===== src/rtl/reg_alu_pipe.sv =====
// reg_alu_pipe: two-stage register-file ALU pipeline.
// Stage 1 captures operands (with forwarding from the command in flight) and control.
// Stage 2 computes the write-back value, updates the register file, result and flags.
module reg_alu_pipe #(
  parameter int WIDTH  = 16,
  parameter int ADDR_W = 3
) (
  input  logic              clk,
  input  logic              reset,
  input  logic              in_valid,
  input  logic              sel,
  input  logic              wr,
  input  logic [2:0]        op,
  input  logic [ADDR_W-1:0] rd_addr_a,
  input  logic [ADDR_W-1:0] rd_addr_b,
  input  logic [ADDR_W-1:0] wr_addr,
  input  logic [WIDTH-1:0]  d_in,
  output logic [WIDTH-1:0]  d_out_a,
  output logic [WIDTH-1:0]  d_out_b,
  output logic [WIDTH-1:0]  result,
  output logic              out_valid,
  output logic              cout,
  output logic              zero
);

  localparam int DEPTH = 2 ** ADDR_W;

  logic [WIDTH-1:0]  regs [DEPTH];

  logic              s1_valid;
  logic              s1_sel;
  logic              s1_wr;
  logic [2:0]        s1_op;
  logic [ADDR_W-1:0] s1_wr_addr;
  logic [WIDTH-1:0]  s1_a;
  logic [WIDTH-1:0]  s1_b;
  logic [WIDTH-1:0]  s1_d_in;

  logic [WIDTH-1:0]  alu_val;
  logic              alu_carry;
  logic [WIDTH:0]    sum_ext;
  logic [WIDTH-1:0]  wb_val;
  logic              fwd_a;
  logic              fwd_b;
  logic [WIDTH-1:0]  op_a;
  logic [WIDTH-1:0]  op_b;

  // ALU on the stage-1 operands; op 111 chains off the live carry register,
  // which already holds the carry of the command completing just before this one.
  always_comb begin
    sum_ext   = '0;
    alu_val   = '0;
    alu_carry = 1'b0;
    case (s1_op)
      3'b000: begin
        sum_ext   = {1'b0, s1_a} + {1'b0, s1_b};
        alu_val   = sum_ext[WIDTH-1:0];
        alu_carry = sum_ext[WIDTH];
      end
      3'b001: begin
        sum_ext   = {1'b0, s1_a} + {1'b0, ~s1_b} + {{WIDTH{1'b0}}, 1'b1};
        alu_val   = sum_ext[WIDTH-1:0];
        alu_carry = sum_ext[WIDTH];
      end
      3'b010: alu_val = s1_a & s1_b;
      3'b011: alu_val = s1_a | s1_b;
      3'b100: alu_val = s1_a ^ s1_b;
      3'b101: begin
        alu_val   = {s1_a[WIDTH-2:0], 1'b0};
        alu_carry = s1_a[WIDTH-1];
      end
      3'b110: begin
        alu_val   = {1'b0, s1_a[WIDTH-1:1]};
        alu_carry = s1_a[0];
      end
      default: begin
        sum_ext   = {1'b0, s1_a} + {1'b0, s1_b} + {{WIDTH{1'b0}}, cout};
        alu_val   = sum_ext[WIDTH-1:0];
        alu_carry = sum_ext[WIDTH];
      end
    endcase
  end

  // Write-back selection and operand forwarding from the command held in stage 1.
  always_comb begin
    wb_val = s1_sel ? alu_val : s1_d_in;
    fwd_a  = s1_valid && s1_wr && (s1_wr_addr == rd_addr_a);
    fwd_b  = s1_valid && s1_wr && (s1_wr_addr == rd_addr_b);
    op_a   = fwd_a ? wb_val : regs[rd_addr_a];
    op_b   = fwd_b ? wb_val : regs[rd_addr_b];
  end

  assign d_out_a = regs[rd_addr_a];
  assign d_out_b = regs[rd_addr_b];

  // Stage 1: capture the issued command; reset discards anything pending.
  always_ff @(posedge clk) begin
    if (reset) begin
      s1_valid   <= 1'b0;
      s1_sel     <= 1'b0;
      s1_wr      <= 1'b0;
      s1_op      <= '0;
      s1_wr_addr <= '0;
      s1_a       <= '0;
      s1_b       <= '0;
      s1_d_in    <= '0;
    end else begin
      s1_valid <= in_valid;
      if (in_valid) begin
        s1_sel     <= sel;
        s1_wr      <= wr;
        s1_op      <= op;
        s1_wr_addr <= wr_addr;
        s1_a       <= op_a;
        s1_b       <= op_b;
        s1_d_in    <= d_in;
      end
    end
  end

  // Stage 2: complete the command - register write, result, flags, completion pulse.
  always_ff @(posedge clk) begin
    if (reset) begin
      for (int i = 0; i < DEPTH; i++) regs[i] <= '0;
      result    <= '0;
      out_valid <= 1'b0;
      cout      <= 1'b0;
      zero      <= 1'b0;
    end else begin
      out_valid <= s1_valid;
      if (s1_valid) begin
        result <= wb_val;
        zero   <= (wb_val == '0);
        if (s1_sel) cout <= alu_carry;
        if (s1_wr) regs[s1_wr_addr] <= wb_val;
      end
    end
  end

endmodule


===== config.mk =====
export PLATFORM = sky130hd
export DESIGN_NAME = reg_alu_pipe
export DESIGN_NICKNAME = d
export VERILOG_FILES = /design/src/rtl/reg_alu_pipe.sv
export SDC_FILE = /design/constraint.sdc
export NUM_CORES = 1
export LEC_CHECK = 0
export ABC_AREA = 0
export BUFFER_PORTS_ARGS = -buffer_cell sky130_fd_sc_hd__buf_2
export CAP_MARGIN = 10
export CORE_UTILIZATION = 55
export DETAILED_ROUTE_END_ITERATION = 6
export PLACE_DENSITY = 0.73
export SETUP_SLACK_MARGIN = 0.2
export SYNTH_ARGS = -nofsm -noshare
export SYNTH_HDL_FRONTEND = slang
export SYNTH_SLANG_ARGS = --single-unit

===== constraint.sdc =====
create_clock -name clk -period 10.48 [get_ports clk]
set_clock_uncertainty 0.2 [all_clocks]
set_input_delay 0.524 -clock clk [delete_from_list [all_inputs] [get_ports clk]]
set_output_delay 0.524 -clock clk [all_outputs]
set_load 0.01 [all_outputs]

==> results_dict.tcl, run 1 <==
set metrics [dict create \
    routed_via_density 6.60 \
    netlist_area_um2 13300 \
    fin_nets 1437 \
    cts_inserted_buffers 23 \
    final_util_pct 61.7 \
    total_power_w 0.00215 \
    synth_warnings 0 \
    synth_cells 1326 \
    maxCapViolCount 0 \
    io_pins 84 \
    grt_use_total_pct 33.6 \
    cts-htree-levels 1 \
    antenna_cells 0 \
    clock_latency_ps 530 \
    drive_gt1_share_pct 20.8 \
    io_buffers 83 \
    ys_top_cells_by_area "edfxtp_1 (29%), dfxtp_1 (11%), mux4_2 (11%)" \
    setup_viol 0 \
    grt.overflow.total 0 \
    cp_top_family "simple AND/OR/NAND/NOR gates" \
    wl_um 41400 \
    relSlewSlack_pct 17.8 \
    ys_types 93 \
    cts_tree "yes" \
    cts.sinks 204 \
    hold_buffers 0 \
    clockBufferDepth 3 \
    rows 56 \
    postRouteAntennaNets 0 \
    die_area_um2 24800 \
    hold_ws_ps 30.2 \
    coreArea_um2 23600 \
    rsz0062_at_grt "false" \
    cp-end-kind "flop" \
    syn_nets 1411 \
    dp.cells 1646 \
    slew_violations 0 \
    yosysTopAreaCellShare_pct 28.9 \
    start_util_pct 56.3 \
    grt_max_degree 87 \
    ir_drop_mv 0.135 \
    final_cells 1688 \
    synthArstFlopShare_pct 0 \
    grt_pass1_vias 10500 \
    power_density_nw_per_um2 148 \
    hold_violations 0 \
    dr_total_vias 11100 \
    synth_edf_count 128 \
    post_cts_resized 0 \
    clk_pin_slew_worst_paths_ps 60 \
    cp-start-kind "flop" \
    fmax_ghz 0.218 \
    crit_path_max_incr_delay_ps 910 \
    die_w_um 157 \
    rrSetupSlack_ps 5890 \
    antenna_found_initial 0 \
    grt_pass1_wl_um 61800 \
    yosysMostFrequentCell "nor2_1" \
    drcViolationCount 0 \
    finalSetupTns_ps 0 \
    yosys.area.top_type "edfxtp_1" \
    p_leak_nw 5.39 \
    crit_required_ps 10720 \
    clock-root-buffer "clkbuf_16" \
    crit_buf_inv 1 \
    status "finished, final reports clean" \
    arrival_ps 4830 \
    path_cells "ha_1 > inv_1 > fa_1 > xnor2_1 > nand2_1 > nor3_1 > nand2_1 > nor2_1 > o31ai_1 > o22ai_1 > and4b_1 > nand4_1 > o21ai_2" \
    dr.pass1.iters 5 \
    ys_seq_area_share_pct 40.4 \
    drt_iter0_drc 1453 \
    layout_min_cycle_time_ps 4590 \
    synth_common_cells "nor2_1 (241), edfxtp_1 (128), nand2_1 (81)" \
    max_slew.worst_pin.slew_ps 1230 \
    criticalPathCategory "reg -> reg" \
    hp-class "in -> reg" \
    routedWlPerCell_um 24.5 \
    syn2layout_area_growth_pct 9.57 \
    place_congestion 0.971 \
    critPathMostFrequentCell "nand2_1" \
    cpMaxStageDelayCell "o22ai_1" \
    dpl.hpwl_um 27600 \
    min_period_over_period_pct 43.8 \
    die_y_um 157 \
    ys.flop_type "edfxtp_1" \
    ys_ff_latch 204 \
    path_max_fanout 12 \
    synth_area_per_cell_um2 10.0 \
    cts_setup_buffers 0 \
]
==> metal layers <==
metal	wire, um	track usage (%)	share of wire [%]	vias to the layer above
met5	0	0	0	-
met4	1520	14.3	3.7	0
met1	16000	44.8	39	5415
met3	4100	4.79	9.9	111
met2	19900	54.8	48	680
li1	-	-	-	4936
==> where the power goes <==
group | leakage (nW) | internal [W] | switching, W
clock network | 0.352 | 0.000436 | 0.000326
registers | 1.94 | 0.000888 | 0.0000273
logic | 3.10 | 0.000176 | 0.000296
total | 5.39 | 0.00150 | 0.000649
==> stage by stage <==
stage / area, um^2 / worst slack [ps]
after floorplan: 13300 / 6970
after global placement: 13900 / 6200
after detailed placement: 13900 / 6070
after CTS: 14600 / 6040
after global routing: 14600 / 5660
final: 14600 / 5890
==> path summary, 6_finish.rpt <==
kind / from / to / cells after the start
worst max-delay path: s1_a[0] / zero / 13
worst min-delay path: d_in[12] / s1_d_in[12] / 3
worst max register to register: s1_a[0] / zero / 13
worst min register to register: result[14] / result[14] / 2
==> layout make-up <==
cell class / instances / area, um^2
Clock inverter: 8 / 43.8
Fill cell: 1998 / 9050
Multi-Input combinational cell: 962 / 7300
Tap cell: 319 / 399
Timing Repair Buffer: 106 / 588
Clock buffer: 34 / 659
Sequential cell: 204 / 5370
Inverter: 55 / 209
==> worst register-to-register path: cells and delay by family, from the launching register on <==
kind	cells	cell delay, ps
simple gates	6	1610
compound gates	3	1210
fa+ha+maj	2	700
flops	1	400
buf+inv	1	80
xor+xnor	1	290
==> sequential cells by signal (all words and copies together) (netlist names), 3 cells and up <==
name        flops
result         16
s1_a           16
s1_b           16
s1_op           3
s1_d_in        16
regs          128
s1_wr_addr      3
==> kinds of logic (layout without fill, tap and decap cells) <==
kind of cell | Yosys count | after routing | synth area share, %
and+or+nand+nor | 447 | 447 | 15.3
AOI/OAI and AO/OA | 296 | 296 | 15.7
DFF | 204 | 204 | 40.4
buffers and inverters | 160 | 203 | 4.88
muxes | 139 | 139 | 16.8
adders and majority gates | 52 | 52 | 5.01
xor gates and xnor gates | 28 | 28 | 1.90
==> layout by cell type (no fill, tap or decap), drive strengths merged, types with 15 or more instances in the layout <==
cell type	count
mux4	64
a211oi	29
o21ai	61
nor2	243
nand3	21
ha	50
nand2	81
o211ai	18
nor3	15
buf	106
mux2i	38
a21oi	69
dfxtp	76
edfxtp	128
nand2b	18
inv	54
clkbuf	34
mux2	37
nor2b	18
No activity file was read; power rests on OpenSTA's default activity.
==> run 2: changes to the inputs <==
--- a/config.mk
+++ b/config.mk
@@ -10,7 +10,7 @@
 export CAP_MARGIN = 10
 export CORE_UTILIZATION = 55
 export DETAILED_ROUTE_END_ITERATION = 6
-export PLACE_DENSITY = 0.73
+export PLACE_DENSITY = 0.76
 export SETUP_SLACK_MARGIN = 0.2
 export SYNTH_ARGS = -nofsm -noshare
 export SYNTH_HDL_FRONTEND = slang
==> constraint.sdc (replaced) <==
create_clock -name clk -period 3.9 [get_ports clk]
set_clock_uncertainty 0.2 [all_clocks]
set_input_delay 0.195 -clock clk [delete_from_list [all_inputs] [get_ports clk]]
set_output_delay 0.195 -clock clk [all_outputs]
set_load 0.01 [all_outputs]
==> results_dict.tcl, run 2 (same netlist as run 1, synthesis figures left out) <==
set metrics [dict create \
    rsz0062_at_grt "false" \
    grt.overflow.total 0 \
    final_common_cell "nor2_1" \
    antenna_cells 0 \
    hold_violations 0 \
    p_clk_share_pct 35.3 \
    p_leak_nw 6.05 \
    crit_path_max_incr_delay_ps 430 \
    relSlewSlack_pct 24.2 \
    rows 56 \
    cts.sinks 204 \
    maxCapViolCount 0 \
    status "finished, final reports clean" \
    power_frac_comb_pct 24.5 \
    final_util_pct 67.4 \
    arrival_ps 3740 \
    cp-start-kind "flop" \
    wl_met1_um 16500 \
    fmax_ghz 0.270 \
    seq_power_share_pct 40.2 \
    fillers 1751 \
    die_area_um2 24800 \
    die_y_um 157 \
    grt_pass1_wl_um 66400 \
    drt_iter0_drc 1316 \
    place_congestion 1.04 \
    final_cells 1806 \
    mostFrequentLayoutCells "nor2_1 (235), edfxtp_1 (128), buf_4 (111), buf_2 (83), nand2_1 (80)" \
    coreArea_um2 23600 \
    sw_frac_of_total_pct 30.6 \
    dpl.hpwl_um 30500 \
    top_layer "met4" \
    clock-root-buffer "clkbuf_16" \
    clk_pin_slew_worst_paths_ps 70 \
    drive_gt1_share_pct 28.9 \
    p_int_w 0.00424 \
    antenna_found_initial 0 \
    dr.pass1.iters 7 \
    fin_nets 1555 \
    hp-class "in -> reg" \
    path_cells "ha_4 > inv_2 > fa_2 > nand2b_4 > a211o_4 > a211o_1 > o311a_4 > nor4_4 > buf_4 > nand3_2 > mux2_4 > nor2_8 > nor2_1" \
    ir_drop_mv 0.428 \
    io_buffers 83 \
    grt_max_degree 47 \
    power_density_nw_per_um2 384 \
    switching_power_w 0.00187 \
    setup_viol 0 \
    path_max_fanout 5 \
    slew_violations 0 \
    cts-htree-levels 1 \
    syn2layout_area_growth_pct 19.7 \
    cts_inserted_buffers 23 \
    dp.cells 1722 \
    hold_ws_ps 10.8 \
    routedWlPerCell_um 24.8 \
    routed_via_density 6.61 \
    crit_required_ps 3950 \
    min_period_over_period_pct 94.8 \
    wl_um 44800 \
    largest-register "regs" \
    wl_met3_um 4390 \
    dr_total_vias 11900 \
    postRouteAntennaNets 0 \
    layout_min_cycle_time_ps 3700 \
    cpMaxStageDelayCell "nor4_4" \
    grt_pass1_vias 11600 \
    criticalPathCategory "reg -> reg" \
    start_util_pct 56.3 \
    largest_reg_flops 128 \
    wl_met2_um 21800 \
    drcViolationCount 0 \
    die_w_um 157 \
    cts_tree "yes" \
    grt_use_total_pct 36.0 \
    clock_latency_ps 530 \
    cp-end-kind "flop" \
    clockBufferDepth 3 \
    max_slew.worst_pin.slew_ps 1140 \
    io_pins 84 \
]
-- run 2: cell count changes in the layout (fill, tap and decap cells not counted), sizes merged --
cell	before	now
buf	106	198
dlygate4sd3	0	24
clkbuf	34	26
clkinvlp	0	4
bufinv	0	2
clkinv	9	11
inv	54	55
nor2	243	244
-- run 2: critical path: cells and delay by family, from the launching register on --
| kind | cells | cell delay [ps] |
|---|---|---|
| simple gates | 5 | 900 |
| compound gates | 3 | 790 |
| fa+ha+maj | 2 | 520 |
| mux | 1 | 380 |
| flops | 1 | 370 |
| buf+inv | 2 | 230 |
-- run 2: power by group through the flow --
stage,clock network [W],registers [W],logic [W]
after floorplan,0,0.00248,0.000891
after global placement,0,0.00249,0.00134
after detailed placement,0,0.00250,0.00135
after CTS,0.00216,0.00246,0.00139
after global routing,0.00224,0.00247,0.00159
final,0.00216,0.00246,0.00150
-- run 2: final cells by class --
class,instances,area (um^2),area share [%]
inverters,55,209,1.31
clock inverters,17,153,0.960
flip-flops and latches,204,5380,33.8
multi-input cells,963,7600,47.8
well taps,319,399,2.51
clock buffers,25,593,3.73
repair buffers,223,1580,9.91
-- run 2: stage by stage --
stage	TNS [ps]	area (um^2)	setup slack [ps]	total power, W
final	0	15900	202	0.00611
after global routing	0	15900	133	0.00629
after CTS	0	15600	212	0.00601
after detailed placement	-143	14500	-57.5	0.00385
after global placement	-330	14500	-92.8	0.00383
after floorplan	0	13300	386	0.00337
-- run 2: path summary, 6_finish.rpt --
kind	from	to	slack, ps	cells past startpoint
worst max register to register	s1_a[0]	regs[2][14]	200	13
worst min-delay path	reset	s1_valid	10	3
worst min register to register	s1_d_in[7]	s1_d_in[7]	290	2
worst max-delay path	s1_a[0]	regs[2][14]	200	13
-- run 2: what timing repair did --
action / 4_1_cts / 5_1_grt
gates cloned: 0 / 2
pin swaps: 5 / 13
hold buffers: 24 / 0
resized for setup: 12 / 58
endpoints found under the setup margin: 50 / 102
hold endpoints to repair: 24 / 0
buffers inserted: 6 / 10
-- run 2: layer usage --
layer / track usage, % / vias to the layer above
met4: 18.0 / 0
li1: - / 5178
met3: 6.64 / 155
met5: 0 / -
met1: 44.9 / 5844
met2: 59.8 / 762
==> run 3: changes to the inputs <==
--- a/config.mk
+++ b/config.mk
@@ -8,9 +8,8 @@
 export ABC_AREA = 0
 export BUFFER_PORTS_ARGS = -buffer_cell sky130_fd_sc_hd__buf_2
 export CAP_MARGIN = 10
-export CORE_UTILIZATION = 55
+export CORE_UTILIZATION = 45
 export DETAILED_ROUTE_END_ITERATION = 6
-export PLACE_DENSITY = 0.76
 export SETUP_SLACK_MARGIN = 0.2
 export SYNTH_ARGS = -nofsm -noshare
 export SYNTH_HDL_FRONTEND = slang
==> results_dict.tcl, run 3 (same netlist as run 1, synthesis figures left out) <==
set metrics [dict create \
    grt_max_degree 45 \
    largest_reg_flops 128 \
    die_w_um 174 \
    cts.sinks 204 \
    path_cells "ha_2 > inv_1 > fa_2 > nand2b_4 > a211o_4 > and3_1 > o21ai_4 > buf_12 > nor2_2 > xor2_1 > o221ai_2 > nand2_1 > o211a_1 > a211oi_1" \
    cts-htree-levels 1 \
    hold_violations 0 \
    die_y_um 174 \
    dr.pass1.iters 5 \
    criticalPathCategory "reg -> reg" \
    grt_pass1_wl_um 66700 \
    layout_min_cycle_time_ps 3620 \
    antenna_found_initial 1 \
    p_int_w 0.00422 \
    arrival_ps 3880 \
    mostFrequentLayoutCells "nor2_1 (237), edfxtp_1 (128), buf_4 (103), buf_2 (83), nand2_1 (80)" \
    ir_drop_mv 0.339 \
    wl_um 44700 \
    grt_pass1_vias 11100 \
    io_buffers 83 \
    start_util_pct 46.1 \
    final_cells 1869 \
    seq_power_share_pct 40.2 \
    power_density_nw_per_um2 381 \
    path_max_fanout 5 \
    crit_path_max_incr_delay_ps 400 \
    dr_total_vias 11400 \
    p_clk_share_pct 35.2 \
    largest-register "regs" \
    clk_pin_slew_worst_paths_ps 60 \
    final_common_cell "nor2_1" \
    power_frac_comb_pct 24.6 \
    finalSetupTns_ps 0 \
    fmax_ghz 0.276 \
    cp_top_family "compound AO/OA/AOI/OAI gates" \
    rsz0062_at_grt "false" \
    routedWlPerCell_um 23.9 \
    crit_required_ps 4160 \
    maxCapViolCount 0 \
    crit_buf_inv 2 \
    clock-root-buffer "clkbuf_16" \
    cp-end-kind "flop" \
    cts_tree "yes" \
    p_leak_nw 6.02 \
    clockBufferDepth 3 \
    rows 62 \
    setup_viol 0 \
    cts_inserted_buffers 24 \
    grt.overflow.total 0 \
    io_pins 84 \
    slew_violations 0 \
    relSlewSlack_pct 39.6 \
    routed_via_density 6.11 \
    cp-start-kind "flop" \
    dp.cells 1779 \
    drive_gt1_share_pct 28.6 \
    dpl.hpwl_um 31100 \
    fin_nets 1551 \
    min_period_over_period_pct 92.9 \
    postRouteAntennaNets 0 \
    die_area_um2 30200 \
    switching_power_w 0.00189 \
    clock_latency_ps 550 \
    place_congestion 1.03 \
    syn2layout_area_growth_pct 20.6 \
    hp-class "in -> reg" \
    coreArea_um2 28900 \
    status "finished, final reports clean" \
    max_slew.worst_pin.slew_ps 901 \
    drt_iter0_drc 1254 \
    grt_use_total_pct 29.2 \
    drcViolationCount 0 \
    sw_frac_of_total_pct 30.9 \
    cpMaxStageDelayCell "fa_2" \
]
[run 3: cell types whose count changed in the layout (fill, tap and decap cells not counted), moves of 3 or more]
cell,before,now
buf_12,2,5
buf_4,111,103
clkbuf_1,1,10
clkinv_2,7,4
clkinvlp_2,3,0
dfxtp_2,4,7
nor3_1,14,11
nor3_2,0,3
[run 3: power by group through the flow]
stage	registers, W	logic, W	clock network (W)
2_1_floorplan	0.00248	0.000891	0
3_3_place_gp	0.00250	0.00136	0
3_5_place_dp	0.00250	0.00136	0
4_1_cts	0.00246	0.00140	0.00218
5_1_grt	0.00247	0.00160	0.00225
6_report	0.00246	0.00150	0.00215
[run 3: tightest hold or removal path, cell delays in order]
cell and delay [ps]:
buf_2 130, buf_4 270, nor2_1 120
[run 3: per-stage QoR]
stage                     utilization [%]  hold slack (ps)  power, W  setup WS [ps]  instance area [um^2]
final                                55.5             17.2   0.00611            279                 16000
after global routing                 55.5             50.8   0.00632            185                 16000
after CTS                            54.1             4.41   0.00603            191                 15600
after detailed placement             50.3              236   0.00386           15.3                 14500
after global placement               50.3              230   0.00385           91.6                 14500
after floorplan                         -             69.3   0.00337            386                 13300
[run 3: final cells by class]
class,count,area (um^2)
Antenna cell,1,2.50
Clock buffer,37,679
Clock inverter,7,67.6
Fill cell,2589,12800
Inverter,55,209
Multi-Input combinational cell,962,7630
Sequential cell,204,5370
Tap cell,384,480
Timing Repair Buffer,219,1590
[run 3: final timing paths]
check / from / to / slack (ps) / cells past startpoint
max: s1_b[0] / s1_a[7] / 280 / 14
min reg2reg: result[9] / result[9] / 280 / 2
min: reset / s1_valid / 20 / 3
max reg2reg: s1_b[0] / s1_a[7] / 280 / 14
[run 3: layer usage]
layer / GRT usage, % / vias to the layer above / wire (um)
li1: - / 5175 / -
met1: 38.9 / 5626 / 18300
met2: 48.4 / 522 / 21500
met3: 3.86 / 104 / 3310
met4: 11.2 / 0 / 1640
met5: 0 / - / 0
[run 3: repair_timing]
action	in CTS	in global routing
gates resized for setup	17	56
hold buffers	24	0
pin swaps	6	27
gates cloned	0	1
setup endpoints to repair	40	103
setup buffers	2	18
endpoints found under the hold margin	24	0
